--- config.mk ---
export PLATFORM = sky130hd
export DESIGN_NAME = calculator_1
export DESIGN_NICKNAME = d
export VERILOG_FILES = /design/src/rtl/calculator_1.sv
export SDC_FILE = /design/constraint.sdc
export NUM_CORES = 1
export LEC_CHECK = 0
export CAP_MARGIN = 30
export CORE_UTILIZATION = 41
export CTS_CLUSTER_DIAMETER = 120
export CTS_CLUSTER_SIZE = 16
export DETAILED_ROUTE_END_ITERATION = 16
export HOLD_SLACK_MARGIN = 0.03
export PLACE_DENSITY = 0.71
export SETUP_SLACK_MARGIN = 0.02
export SYNTH_ARGS = -nofsm -noshare
export SYNTH_HDL_FRONTEND = slang
export SYNTH_SLANG_ARGS = --single-unit
--- constraint.sdc ---
create_clock -name clk -period 7.37 [get_ports clk]
set_input_delay 1.474 -clock clk [delete_from_list [all_inputs] [get_ports clk]]
set_output_delay 1.474 -clock clk [all_outputs]
set_load 0.1 [all_outputs]
--- src/rtl/calculator_1.sv ---
// Keypad adder: two one-hot digit keys -> A+B on LEDs, 7-segment and HD44780 LCD line 1.
// Key press to led/seg in 3 clk; no backpressure, LCD refreshes are queued behind a dirty flag.
module calculator_1 #(
  parameter int LCD_DIV = 4
) (
  input  logic        clk,
  input  logic        rst,
  input  logic [11:0] sw,
  output logic [3:0]  led,
  output logic [7:0]  seg,
  output logic        lcd_e,
  output logic        lcd_rs,
  output logic        lcd_rw,
  output logic [7:0]  lcd_data
);

  typedef enum logic [1:0] {WAIT_A, WAIT_B, DONE} state_t;

  localparam int DW = (LCD_DIV > 1) ? $clog2(LCD_DIV) : 1;

  function automatic logic [7:0] seg_code(input logic [3:0] d);
    case (d)
      4'd0:    seg_code = 8'hFC;
      4'd1:    seg_code = 8'h60;
      4'd2:    seg_code = 8'hDA;
      4'd3:    seg_code = 8'hF2;
      4'd4:    seg_code = 8'h66;
      4'd5:    seg_code = 8'hB6;
      4'd6:    seg_code = 8'hBE;
      4'd7:    seg_code = 8'hE0;
      4'd8:    seg_code = 8'hFE;
      4'd9:    seg_code = 8'hF6;
      default: seg_code = 8'h00;
    endcase
  endfunction

  function automatic logic [3:0] ones_of(input logic [4:0] s);
    ones_of = (s >= 5'd10) ? 4'(s - 5'd10) : s[3:0];
  endfunction

  function automatic logic [7:0] asc(input logic [3:0] d);
    asc = {4'h3, d};
  endfunction

  // ---------------- input conditioning ----------------
  logic [11:0] sw_s1_q, sw_s2_q;
  logic        key_prev_q;
  logic        key_vld;
  logic [3:0]  key_dig;
  logic        key_press;

  always_ff @(posedge clk or negedge rst) begin
    if (!rst) begin
      sw_s1_q    <= '0;
      sw_s2_q    <= '0;
      key_prev_q <= 1'b0;
    end else begin
      sw_s1_q    <= sw;
      sw_s2_q    <= sw_s1_q;
      key_prev_q <= key_vld;
    end
  end

  always_comb begin
    key_dig = 4'd0;
    key_vld = (sw_s2_q[1:0] == 2'b00);
    case (sw_s2_q[11:2])
      10'b1000000000: key_dig = 4'd0;
      10'b0100000000: key_dig = 4'd1;
      10'b0010000000: key_dig = 4'd2;
      10'b0001000000: key_dig = 4'd3;
      10'b0000100000: key_dig = 4'd4;
      10'b0000010000: key_dig = 4'd5;
      10'b0000001000: key_dig = 4'd6;
      10'b0000000100: key_dig = 4'd7;
      10'b0000000010: key_dig = 4'd8;
      10'b0000000001: key_dig = 4'd9;
      default:        key_vld = 1'b0;
    endcase
  end

  assign key_press = key_vld && !key_prev_q;

  // ---------------- entry FSM ----------------
  state_t      state_q;
  logic [3:0]  a_q, b_q, led_q;
  logic [4:0]  sum_q;
  logic [7:0]  seg_q;
  logic [4:0]  sum_d;
  logic        key_acc;

  assign sum_d   = {1'b0, a_q} + {1'b0, key_dig};
  assign key_acc = key_press && (state_q != DONE);

  always_ff @(posedge clk or negedge rst) begin
    if (!rst) begin
      state_q <= WAIT_A;
      a_q     <= '0;
      b_q     <= '0;
      sum_q   <= '0;
      led_q   <= '0;
      seg_q   <= 8'h00;
    end else begin
      case (state_q)
        WAIT_A: if (key_press) begin
          a_q     <= key_dig;
          led_q   <= key_dig;
          seg_q   <= seg_code(key_dig);
          state_q <= WAIT_B;
        end
        WAIT_B: if (key_press) begin
          b_q     <= key_dig;
          led_q   <= key_dig;
          sum_q   <= sum_d;
          seg_q   <= seg_code(ones_of(sum_d)) | {7'b0, (sum_d >= 5'd10)};
          state_q <= DONE;
        end
        DONE:    ;
        default: state_q <= WAIT_A;
      endcase
    end
  end

  assign led = led_q;
  assign seg = seg_q;

  // ---------------- LCD controller ----------------
  // seq 0..3 = init commands, 4 = set DDRAM address, 5..10 = the six characters.
  logic [DW-1:0] div_q;
  logic          tick;
  logic          run_q, dirty_q;
  logic [3:0]    seq_q;
  logic [1:0]    phase_q;
  logic [3:0]    snap_a_q, snap_b_q;
  logic [4:0]    snap_sum_q;
  state_t        snap_st_q;
  logic          e_q, rs_q;
  logic [7:0]    dat_q;
  logic          byte_rs;
  logic [7:0]    byte_dat;

  assign tick = (div_q == DW'(LCD_DIV - 1));

  always_comb begin
    byte_rs  = 1'b1;
    byte_dat = 8'h20;
    case (seq_q)
      4'd0:  begin byte_rs = 1'b0; byte_dat = 8'h38; end
      4'd1:  begin byte_rs = 1'b0; byte_dat = 8'h0C; end
      4'd2:  begin byte_rs = 1'b0; byte_dat = 8'h06; end
      4'd3:  begin byte_rs = 1'b0; byte_dat = 8'h01; end
      4'd4:  begin byte_rs = 1'b0; byte_dat = 8'h80; end
      4'd5:  if (snap_st_q != WAIT_A) byte_dat = asc(snap_a_q);
      4'd6:  byte_dat = 8'h2B;
      4'd7:  if (snap_st_q == DONE) byte_dat = asc(snap_b_q);
      4'd8:  byte_dat = 8'h3D;
      4'd9:  if (snap_sum_q >= 5'd10) byte_dat = 8'h31;
      4'd10: if (snap_st_q == DONE) byte_dat = asc(ones_of(snap_sum_q));
      default: ;
    endcase
  end

  always_ff @(posedge clk or negedge rst) begin
    if (!rst) begin
      div_q      <= '0;
      run_q      <= 1'b1;
      dirty_q    <= 1'b0;
      seq_q      <= 4'd0;
      phase_q    <= 2'd0;
      snap_a_q   <= '0;
      snap_b_q   <= '0;
      snap_sum_q <= '0;
      snap_st_q  <= WAIT_A;
      e_q        <= 1'b0;
      rs_q       <= 1'b0;
      dat_q      <= 8'h00;
    end else begin
      div_q <= tick ? '0 : div_q + 1'b1;

      // A key landing on the same cycle a refresh starts keeps dirty set.
      if (key_acc)
        dirty_q <= 1'b1;
      else if (!run_q && dirty_q)
        dirty_q <= 1'b0;

      if (!run_q) begin
        if (dirty_q) begin
          run_q   <= 1'b1;
          seq_q   <= 4'd4;
          phase_q <= 2'd0;
        end
      end else if (tick) begin
        case (phase_q)
          2'd0: begin
            rs_q    <= byte_rs;
            dat_q   <= byte_dat;
            e_q     <= 1'b0;
            phase_q <= 2'd1;
            if (seq_q == 4'd4) begin
              snap_a_q   <= a_q;
              snap_b_q   <= b_q;
              snap_sum_q <= sum_q;
              snap_st_q  <= state_q;
            end
          end
          2'd1: begin
            e_q     <= 1'b1;
            phase_q <= 2'd2;
          end
          2'd2: begin
            e_q     <= 1'b0;
            phase_q <= 2'd0;
            if (seq_q == 4'd10) run_q <= 1'b0;
            else                seq_q <= seq_q + 4'd1;
          end
          default: phase_q <= 2'd0;
        endcase
      end
    end
  end

  assign lcd_e    = e_q;
  assign lcd_rs   = rs_q;
  assign lcd_rw   = 1'b0;
  assign lcd_data = dat_q;

endmodule

* Word-level counts from Yosys, hierarchy flattened
Memory sizes are Yosys's and may differ from the RTL's.
Index checks and enable logic that the tools add are counted.
** Storage, ports and cells
- Bits in registers :: 87
- Bits in latches :: 0
- RAM bits :: 0
- Memory bits (read-only) :: 224
- Output and inout port bits :: 23
- Logic and storage cells :: 128
- Memories :: 2
** Cells by class
- Add/subtract/negate cells :: 5
- Multipliers :: 0
- Divide/modulo/power cells :: 0
- $lt $le $gt $ge :: 2
- Eq/ne operators :: 32
- Shift operators :: 0
- Muxes and demuxes :: 36
- Bitwise gates (word level) :: 2
- Reduce and logical (&&, ||, !) cells :: 28
** Memory list
- (name not given) :: words 16, bits a word 7, rd ports 1, clocked after Yosys merged registers in 0, write ports 0, line 22 : case (d)
- (name not given) :: words 16, bits a word 7, rd ports 1, clocked after Yosys merged registers in 0, write ports 0, line 22
** Operators by type and width (count)
- $pmux 8 s11 :: 1
- $pmux 4 s9 :: 1
- $mux 8 :: 4
- $mux 4 :: 7
- $mux 5 :: 4
- $eq 4x3->1 const B :: 4
- $pmux 8 s2 :: 1
- $eq 4x4->1 const B :: 3
- $mux 2 :: 6
- $reduce_and 3->1 :: 4
- $eq 10x1->1 const B :: 1
- $eq 10x10->1 const B :: 1
- $eq 10x2->1 const B :: 1
- $eq 10x3->1 const B :: 1
- $eq 10x4->1 const B :: 1
- $eq 10x5->1 const B :: 1
- $eq 10x6->1 const B :: 1
- $eq 10x7->1 const B :: 1
- $eq 10x8->1 const B :: 1
- $eq 10x9->1 const B :: 1
- $ge 5x4->1 const B :: 2
- $ne 2x2->1 const B :: 5
- $reduce_bool 2->1 :: 5
- $reduce_or 10->1 :: 1
- 23 further kinds :: 47

* Longest topological paths before layout
Gate-level depths: netlist (run 1).
An unclocked memory read counts as a cell.
- Depth in word-level cells :: 11
- Mapped depth :: 23
- Mapped depth without buffers :: 22

* Worst setup path after synthesis (run 1)
Ideal clock, no wire load.
- Path type :: register to register
- Start point :: reg sw_s2_q[10]
- End point :: reg seg_q[6], in the netlist seg[6]
- Arrival :: 4.478 ns
- Setup slack :: 2.763 ns
- Stages on the path, launching flop included :: 20
- Buffers on the path :: 2
- Clock period less this slack :: 4.607 ns
- Path through :: dfrtp_1 -> buf_6 -> or4_4 -> or2_1 -> nor2_1 -> a31oi_1 -> inv_1 -> ha_1 -> inv_1 -> fa_1 -> clkbuf_1 -> or4b_1 -> a32o_1 -> nor2_1 -> nor2_1 -> xnor2_1 -> inv_1 -> ha_1 -> o311ai_0 -> o21ai_2
** On the way
- Longest elaborated chain between the ends :: 11
- Elaborated cells between the ends (all ways) :: 29
- Classes of those cells :: add/sub: 2; order compare: 1; eq/ne: 12; mux: 8; bitwise: 1; reduce/logical: 3; memory: 2
** Ends and longest elaborated chain
- from (decl) :: line 46 : logic [11:0] sw_s1_q, sw_s2_q;
- from (signal assigned) :: line 59 : sw_s2_q <= sw_s1_q;
- $eq 10x1->1 (tied with other cells) :: line 67 : case (sw_s2_q[11:2])
- $pmux 4 s9 (*) :: line 67
- net key_dig[0] :: line 49 : logic [3:0] key_dig;
- $add 4x4->5 :: line 92 : assign sum_d = {1'b0, a_q} + {1'b0, key_dig};
- $sub 4x4->4 / $ge 5x4->1 (equally long branches) :: line 38 : ones_of = (s >= 5'd10) ? 4'(s - 5'd10) : s[3:0];
- $mux 4 :: line 38
- $mem_v2 16x7
- $mux 8 :: line 111 : WAIT_B: if (key_press) begin
- $mux 8 :: line 104 : case (state_q)
- $or 8x1->8 :: line 115 : seg_q <= seg_code(ones_of(sum_d)) | {7'b0, (sum_d >= 5'd10)};
- $mux 8 :: line 111
- $pmux 8 s2 (*) :: line 104
- to (signal assigned) :: line 108 : seg_q <= seg_code(key_dig);
- to (signal assigned) :: line 115
- to (decl) :: line 88 : logic [7:0] seg_q;
Mark *: on every way through the listed nets, which the timed path passes. The rest lies on a longest branch. The select of a mux whose other input is x is not followed.
A chain may end at the register's enable or synchronous reset.

* Worst setup path after layout (run 1)
- Start point :: reg sw_s2_q[2]
- End point :: reg seg_q[1], in the netlist seg[1]
Same word-level chain as after synthesis.

==> flow_summary.ini, run 1 <==
[synthesis]
synth.distinct_cells = 67
synthArstFlopShare = 1.000
post_synth_instance_area_mm2 = 0.004551
synth-adder-area-share = 0.06764
synth_most_common_cell = dfrtp_1
synth.top_cells.by_area = dfrtp_1, ha_1, mux2_2
most_common_flop_cell_mapped_by_yosys = dfrtp_1
yosys.area.top_type_share = 0.4674
xor_and_xnor_fraction_of_the_mapped_netlist_area = 0.02310
netlist_top_cells_count = dfrtp_1, nand2_1, nor2_1
synthCells = 444
post_synth_mux_area_share = 0.06654
yosysTopAreaCell = dfrtp_1
synth.yosys.seq_area_share = 0.4732
yosys.area_share.simple = 0.1614
syn_area_per_cell_um2 = 10.25
yosysWarnings = 0
synth_enable_flop_cells = 0
share_of_the_synthesized_area_in_compound_gates_ao_oa_aoi_oai = 0.1595
synth.ff_latch_count = 86
largest_family_of_logic_cells_by_synthesized_area = simple AND/OR/NAND/NOR gates

[layout]
finish.net_count = 506
post_route_cells_drive_above_1_share = 0.1142
syn2layout_area_growth_pct = 13.94
antenna_cells_inserted = 0

[sta]
tightest_slew_ns = 0.9924
grt_setup_unrepaired = false
final-max-slew-violation-count = 0
finish_stage_setup_viols = 0
maxSlewHeadroom = 0.3363
timing_hold_violations_final = 0
max_clock_freq_mhz = 193.6
hold-worst-slack_ns = 0.3545
fin_tns_setup_ns = 0
finalCriticalPeriod_ns = 5.166
post-route-period-util = 0.7010
final.setup_skew_ns = 0.008049

[status]
result_of_the_run = finished, final reports clean

[clock_tree]
tritoncts = done
clock_tree.root_cell = clkbuf_8
cts-buffers-inserted = 9
clock_path_buffers = 2
cts.sinks = 86
cts_hold_buf = 0
post-cts-setup-buffers = 0
cts_resized = 0
cts-htree-levels = 3
clk_pin_slew_ns = 0.09
worstSkewPairLatency_ns = 0.36

[worst_hold_path]
worstHoldPathType = reg2reg

[place]
place_congestion = 0.8560
dp_hpwl_mm = 6.280
port_buffers = 34

[power_and_ir_drop]
total_leakage_power_nw = 2.303
sequentialPowerShare = 0.455
power_switching_share = 0.3462
share_clk_of_total_power = 0.315
total_switching_power_uw = 411.8
power_density_mw_per_mm2 = 229.4
cell_internal_pwr_uw = 777.7
share_comb_of_total_power = 0.230
peakVddDrop_mv = 0.1368

[route]
drt-vias-per-instance = 5.320
route.final.wire_length_mm = 8.687
detailedRoute.firstPassIterationCount = 4
detail_route.wl_per_cell_um = 14.17
drt-initial-drc-count = 183
vias = 3261
detail-route-antenna-nets = 0
drc = 0

[die]
start_util = 0.4198
die_height_um = 107.4
ioPinCount = 37
chipWidth_um = 107.4
floorplan.core_area_mm2 = 0.01084
placementRows = 38
die_area_mm2 = 0.01152

[global_route]
grt_pass1_wl_mm = 15.01
track_usage = 0.1655
grt_max_degree = 62
grt.overflow.total = 0
antenna_violations_before_repair = 0
first_global_vias = 3130

[worst_setup_path]
cp-end-kind = flip-flop
worst-path-max-fanout = 11
worstPathArrival_ns = 5.46
timing.setup.critical_path_class = reg2reg
timing.critical_path.required_ns = 7.66
start_kind = flip-flop

[job]
maxCapViolations = 0
[kinds of logic after synthesis]
kind of cell	count (synthesis)
AND/OR/NAND/NOR	141
AO/OA/AOI/OAI	108
flip-flops	86
buffers and inverters	44
multiplexers	28
adder cells (fa/ha/maj)	24
XOR/XNOR	12
other	1
[routing by layer]
| metal | vias to the layer above | share of wire | track usage |
|---|---|---|---|
| li1 | 1612 | - | - |
| met1 | 1563 | 0.48 | 0.2235 |
| met2 | 74 | 0.46 | 0.2645 |
| met3 | 12 | 0.045 | 0.03571 |
| met4 | 0 | 0.014 | 0.05382 |
| met5 | - | 0 | 0 |
[stage by stage]
step           cell area (um2)    util  power, mW  std cells  worst slack, ns
2_1_floorplan             4554       -     0.7535        445            2.763
3_3_place_gp              4928  0.4546     0.8183        596            2.471
3_5_place_dp              4956  0.4572     0.8256        597            2.238
6_report                  5185  0.4783      1.190        613            2.204
5_1_grt                   5185  0.4783      1.242        613            1.807
4_1_cts                   5185  0.4783      1.205        613            2.222
[cells in the final DEF (no fill, tap or decap), types with 6 or more instances in the layout]
cell	Yosys	layout
a21oi_1	16	16
nor2_1	29	29
mux2_2	16	16
nand2b_1	6	6
nand3_1	10	10
o21ai_1	14	14
dfrtp_1	85	85
nand2_1	40	40
inv_1	21	21
ha_1	23	23
nand2_2	6	6
xnor2_1	7	7
nor2b_1	9	9
nand3b_1	6	6
o21ai_2	7	7
mux2i_1	10	10
nor3_1	6	6
o21ai_0	23	23
clkdlybuf4s50_1	0	33
clkbuf_8	0	9
[layout make-up]
| cell class | instances | area (um2) |
|---|---|---|
| Clock buffer | 9 | 123.9 |
| Inverter | 21 | 78.83 |
| Fill cell | 1022 | 5655 |
| Clock inverter | 7 | 105.1 |
| Multi-Input combinational cell | 315 | 2183 |
| Tap cell | 140 | 175.2 |
| Timing Repair Buffer | 35 | 365.4 |
| Sequential cell | 86 | 2153 |
[final timing paths]
kind | startpoint | to | slack, ns | cells past startpoint
worst min-delay path | sw_s1_q[0]$_DFF_PN0_ | sw_s2_q[0]$_DFF_PN0_ | 0.35 | 0
worst min register to register | sw_s1_q[0]$_DFF_PN0_ | sw_s2_q[0]$_DFF_PN0_ | 0.35 | 0
worst max register to register | sw_s2_q[2]$_DFF_PN0_ | seg[1]$_DFFE_PN0P_ | 2.20 | 19
min in group asynchronous | rst | lcd_data[5]$_DFFE_PN0P_ | 1.02 | 1
max in group asynchronous | rst | run_q$_DFF_PN1_ | 5.73 | 2
worst max-delay path | sw_s2_q[2]$_DFF_PN0_ | seg[1]$_DFFE_PN0P_ | 2.20 | 19
[power groups by stage]
stage | clock network, mW | logic [mW] | registers (mW)
finish | 0.375 | 0.273 | 0.541
global route | 0.405 | 0.289 | 0.548
CTS | 0.388 | 0.275 | 0.542
detailed placement | 0 | 0.275 | 0.551
global placement | 0 | 0.269 | 0.549
floorplan | 0 | 0.0874 | 0.666
[critical path, cell delays in order, from the launching register on]
cell       delay [ns]
dfrtp_1          0.49
xor2_1           0.20
o21ai_0          0.15
o32ai_1          0.11
a31oi_1          0.70
inv_1            0.20
ha_1             0.29
inv_1            0.07
fa_1             0.57
or4b_1           0.57
a32o_1           0.33
nor2_1           0.13
nor2_1           0.08
xnor2_1          0.29
inv_1            0.11
ha_1             0.22
nor2b_1          0.14
a21boi_0         0.21
o2111ai_1        0.12
o21ai_1          0.12
[state kept, by name, indices dropped and copies added, names as in the netlist]
register / count
div_q: 2
key_prev_q: 1
snap_st_q: 2
sw_s2_q: 12
run_q: 1
seg: 8
sum_q: 5
seq_q: 4
sw_s1_q: 12
lcd_data: 7
state_q: 2
lcd_e: 1
b_q: 4
led: 4
snap_a_q: 4
phase_q: 2
snap_sum_q: 5
snap_b_q: 4
dirty_q: 1
a_q: 4
lcd_rs: 1
Power figures use the tool's default switching activity.
==> run 2, diff against run 1 <==
==> constraint.sdc (replaced) <==
create_clock -name clk -period 5.2 [get_ports clk]
set_input_delay 1.04 -clock clk [delete_from_list [all_inputs] [get_ports clk]]
set_output_delay 1.04 -clock clk [all_outputs]
set_load 0.1 [all_outputs]
==> run 2 against run 1 <==
Die area stayed put. Global-route usage rose by 0.70 points. Critical path type unchanged. Largest power group unchanged. Sequential cell count is the same. Worst setup slack worse by 1.8 ns. Largest cell class unchanged. Fmax is 8.5% higher.
==> flow_summary.ini, run 2 (same netlist as run 1, synthesis figures left out) <==
[sta]
finish_stage_setup_viols = 0
timing_hold_violations_final = 0
hold-worst-slack_ns = 0.3522
final-max-slew-violation-count = 0
max_clock_freq_mhz = 210.0
final.setup_skew_ns = 0.01435
tightest_slew_ns = 0.9891
grt_setup_unrepaired = false
maxSlewHeadroom = 0.3385
post-route-period-util = 0.9156
finalCriticalPeriod_ns = 4.761
fin_tns_setup_ns = 0

[route]
route.final.wire_length_mm = 8.938
detailedRoute.firstPassIterationCount = 4
detail-route-antenna-nets = 0
drc = 0
vias = 3303
detail_route.wl_per_cell_um = 14.51
drt-initial-drc-count = 145
drt-vias-per-instance = 5.362

[global_route]
first_global_vias = 3346
track_usage = 0.1724
antenna_violations_before_repair = 0
grt_pass1_wl_mm = 15.81
grt_max_degree = 65
grt.overflow.total = 0

[power_and_ir_drop]
total_leakage_power_nw = 2.320
share_comb_of_total_power = 0.236
total_switching_power_uw = 582.3
share_clk_of_total_power = 0.298
sequentialPowerShare = 0.467
peakVddDrop_mv = 0.2230
power_density_mw_per_mm2 = 316.2
power_switching_share = 0.3539
cell_internal_pwr_mw = 1.063

[worst_hold_path]
worstHoldStart = sw_s1_q[8]$_DFF_PN0_
worst_hold_path.num_cells = 0
hold_end = sw_s2_q[8]$_DFF_PN0_
worstHoldPathType = reg2reg

[place]
port_buffers = 34
dp_hpwl_mm = 6.388
place_congestion = 0.8255

[worst_setup_path]
crit-reg2reg-launch = sw_s2_q[2]$_DFF_PN0_
start_kind = flip-flop
timing.setup.critical_path_class = reg2reg
cp-end-kind = flip-flop
worst_r2r_endpoint = seg[1]$_DFFE_PN0P_
worstRegToRegCells = 22
regToRegSetupSlack_ns = 0.44
timing.critical_path.required_ns = 5.49
worstPathArrival_ns = 5.05
worst-path-max-fanout = 9

[die]
die_height_um = 107.4
floorplan.core_area_mm2 = 0.01084
placementRows = 38
die_area_mm2 = 0.01152
chipWidth_um = 107.4
start_util = 0.4198
ioPinCount = 37

[job]
maxCapViolations = 0

[layout]
layout.cells.most_common = dfrtp_1
antenna_cells_inserted = 0
syn2layout_area_growth_pct = 14.35
finish.net_count = 509
most-common-layout-cells = dfrtp_1, nand2_1, clkdlybuf4s50_1
post_route_cells_drive_above_1_share = 0.1282

[clock_tree]
clk_pin_slew_ns = 0.09
clock_path_buffers = 2
cts.sinks = 86
post-cts-setup-buffers = 0
cts-htree-levels = 3
worstSkewPairLatency_ns = 0.36
cts-buffers-inserted = 9
tritoncts = done
clock_tree.root_cell = clkbuf_8

[status]
result_of_the_run = finished, final reports clean
==> run 2: power by group through the flow <==
stage	sequential (mW)	clock [mW]	combinational [mW]
after global routing	0.777	0.536	0.412
after floorplan	0.944	0	0.124
after detailed placement	0.781	0	0.389
after global placement	0.779	0	0.382
after CTS	0.769	0.505	0.390
final	0.768	0.489	0.388
==> run 2: what timing repair did <==
item,4_1_cts,5_1_grt
hold buffers,0,0
endpoints found under the setup margin,0,1
gates resized for setup,0,4
==> run 2: metal layers <==
layer	routed length [um]	GRT usage
met1	4304	0.2269
met2	4146	0.2811
met3	336	0.03814
met4	150	0.05773
met5	0	0
==> run 2: worst max-delay path by stage <==
stage	start	to	slack, ns	cells past startpoint
6_report	sw_s2_q[2]$_DFF_PN0_	seg[1]$_DFFE_PN0P_	0.44	22
5_1_grt	sw_s2_q[10]$_DFF_PN0_	seg[1]$_DFFE_PN0P_	0.03	22
4_1_cts	sw_s2_q[10]$_DFF_PN0_	seg[1]$_DFFE_PN0P_	0.35	22
3_5_place_dp	sw_s2_q[10]$_DFF_PN0_	seg[1]$_DFFE_PN0P_	0.38	22
3_3_place_gp	sw_s2_q[10]$_DFF_PN0_	seg[6]$_DFFE_PN0P_	0.59	20
2_1_floorplan	sw_s2_q[10]$_DFF_PN0_	seg[6]$_DFFE_PN0P_	0.59	19
==> run 2: layout make-up <==
| type | count | area [um2] |
|---|---|---|
| Fill cell | 1036 | 5637 |
| Inverter | 21 | 78.83 |
| Sequential cell | 86 | 2155 |
| Multi-Input combinational cell | 315 | 2201 |
| Timing Repair Buffer | 38 | 387.9 |
| Tap cell | 140 | 175.2 |
| Clock inverter | 6 | 68.82 |
| Clock buffer | 10 | 137.6 |
==> run 2: critical path: stages (launching register included) <==
cell and delay [ns]:
dfrtp_1 0.50, or4_4 0.55, or2_1 0.25, nor2_1 0.09, a31oi_1 0.06, inv_1 0.14, ha_1 0.21, inv_1 0.07
fa_1 0.45, xnor2_2 0.19, inv_1 0.10, ha_1 0.26, nor2b_1 0.17, a32o_1 0.32, nor2_1 0.16, nor2_2 0.08
xnor2_2 0.20, inv_1 0.10, ha_1 0.22, nor2b_1 0.14, a21boi_0 0.20, o2111ai_1 0.13, o21ai_1 0.13
==> run 2: metrics by stage <==
| step | power [mW] | area (um2) | setup slack (ns) | utilization | instances |
|---|---|---|---|---|---|
| floorplan | 1.068 | 4554 | 0.5926 | - | 445 |
| global placement | 1.160 | 4951 | 0.5878 | 0.4567 | 599 |
| detailed placement | 1.170 | 4979 | 0.3844 | 0.4593 | 600 |
| CTS | 1.663 | 5185 | 0.3534 | 0.4783 | 616 |
| global route | 1.726 | 5204 | 0.03160 | 0.4800 | 616 |
| finish | 1.645 | 5204 | 0.4388 | 0.4800 | 616 |
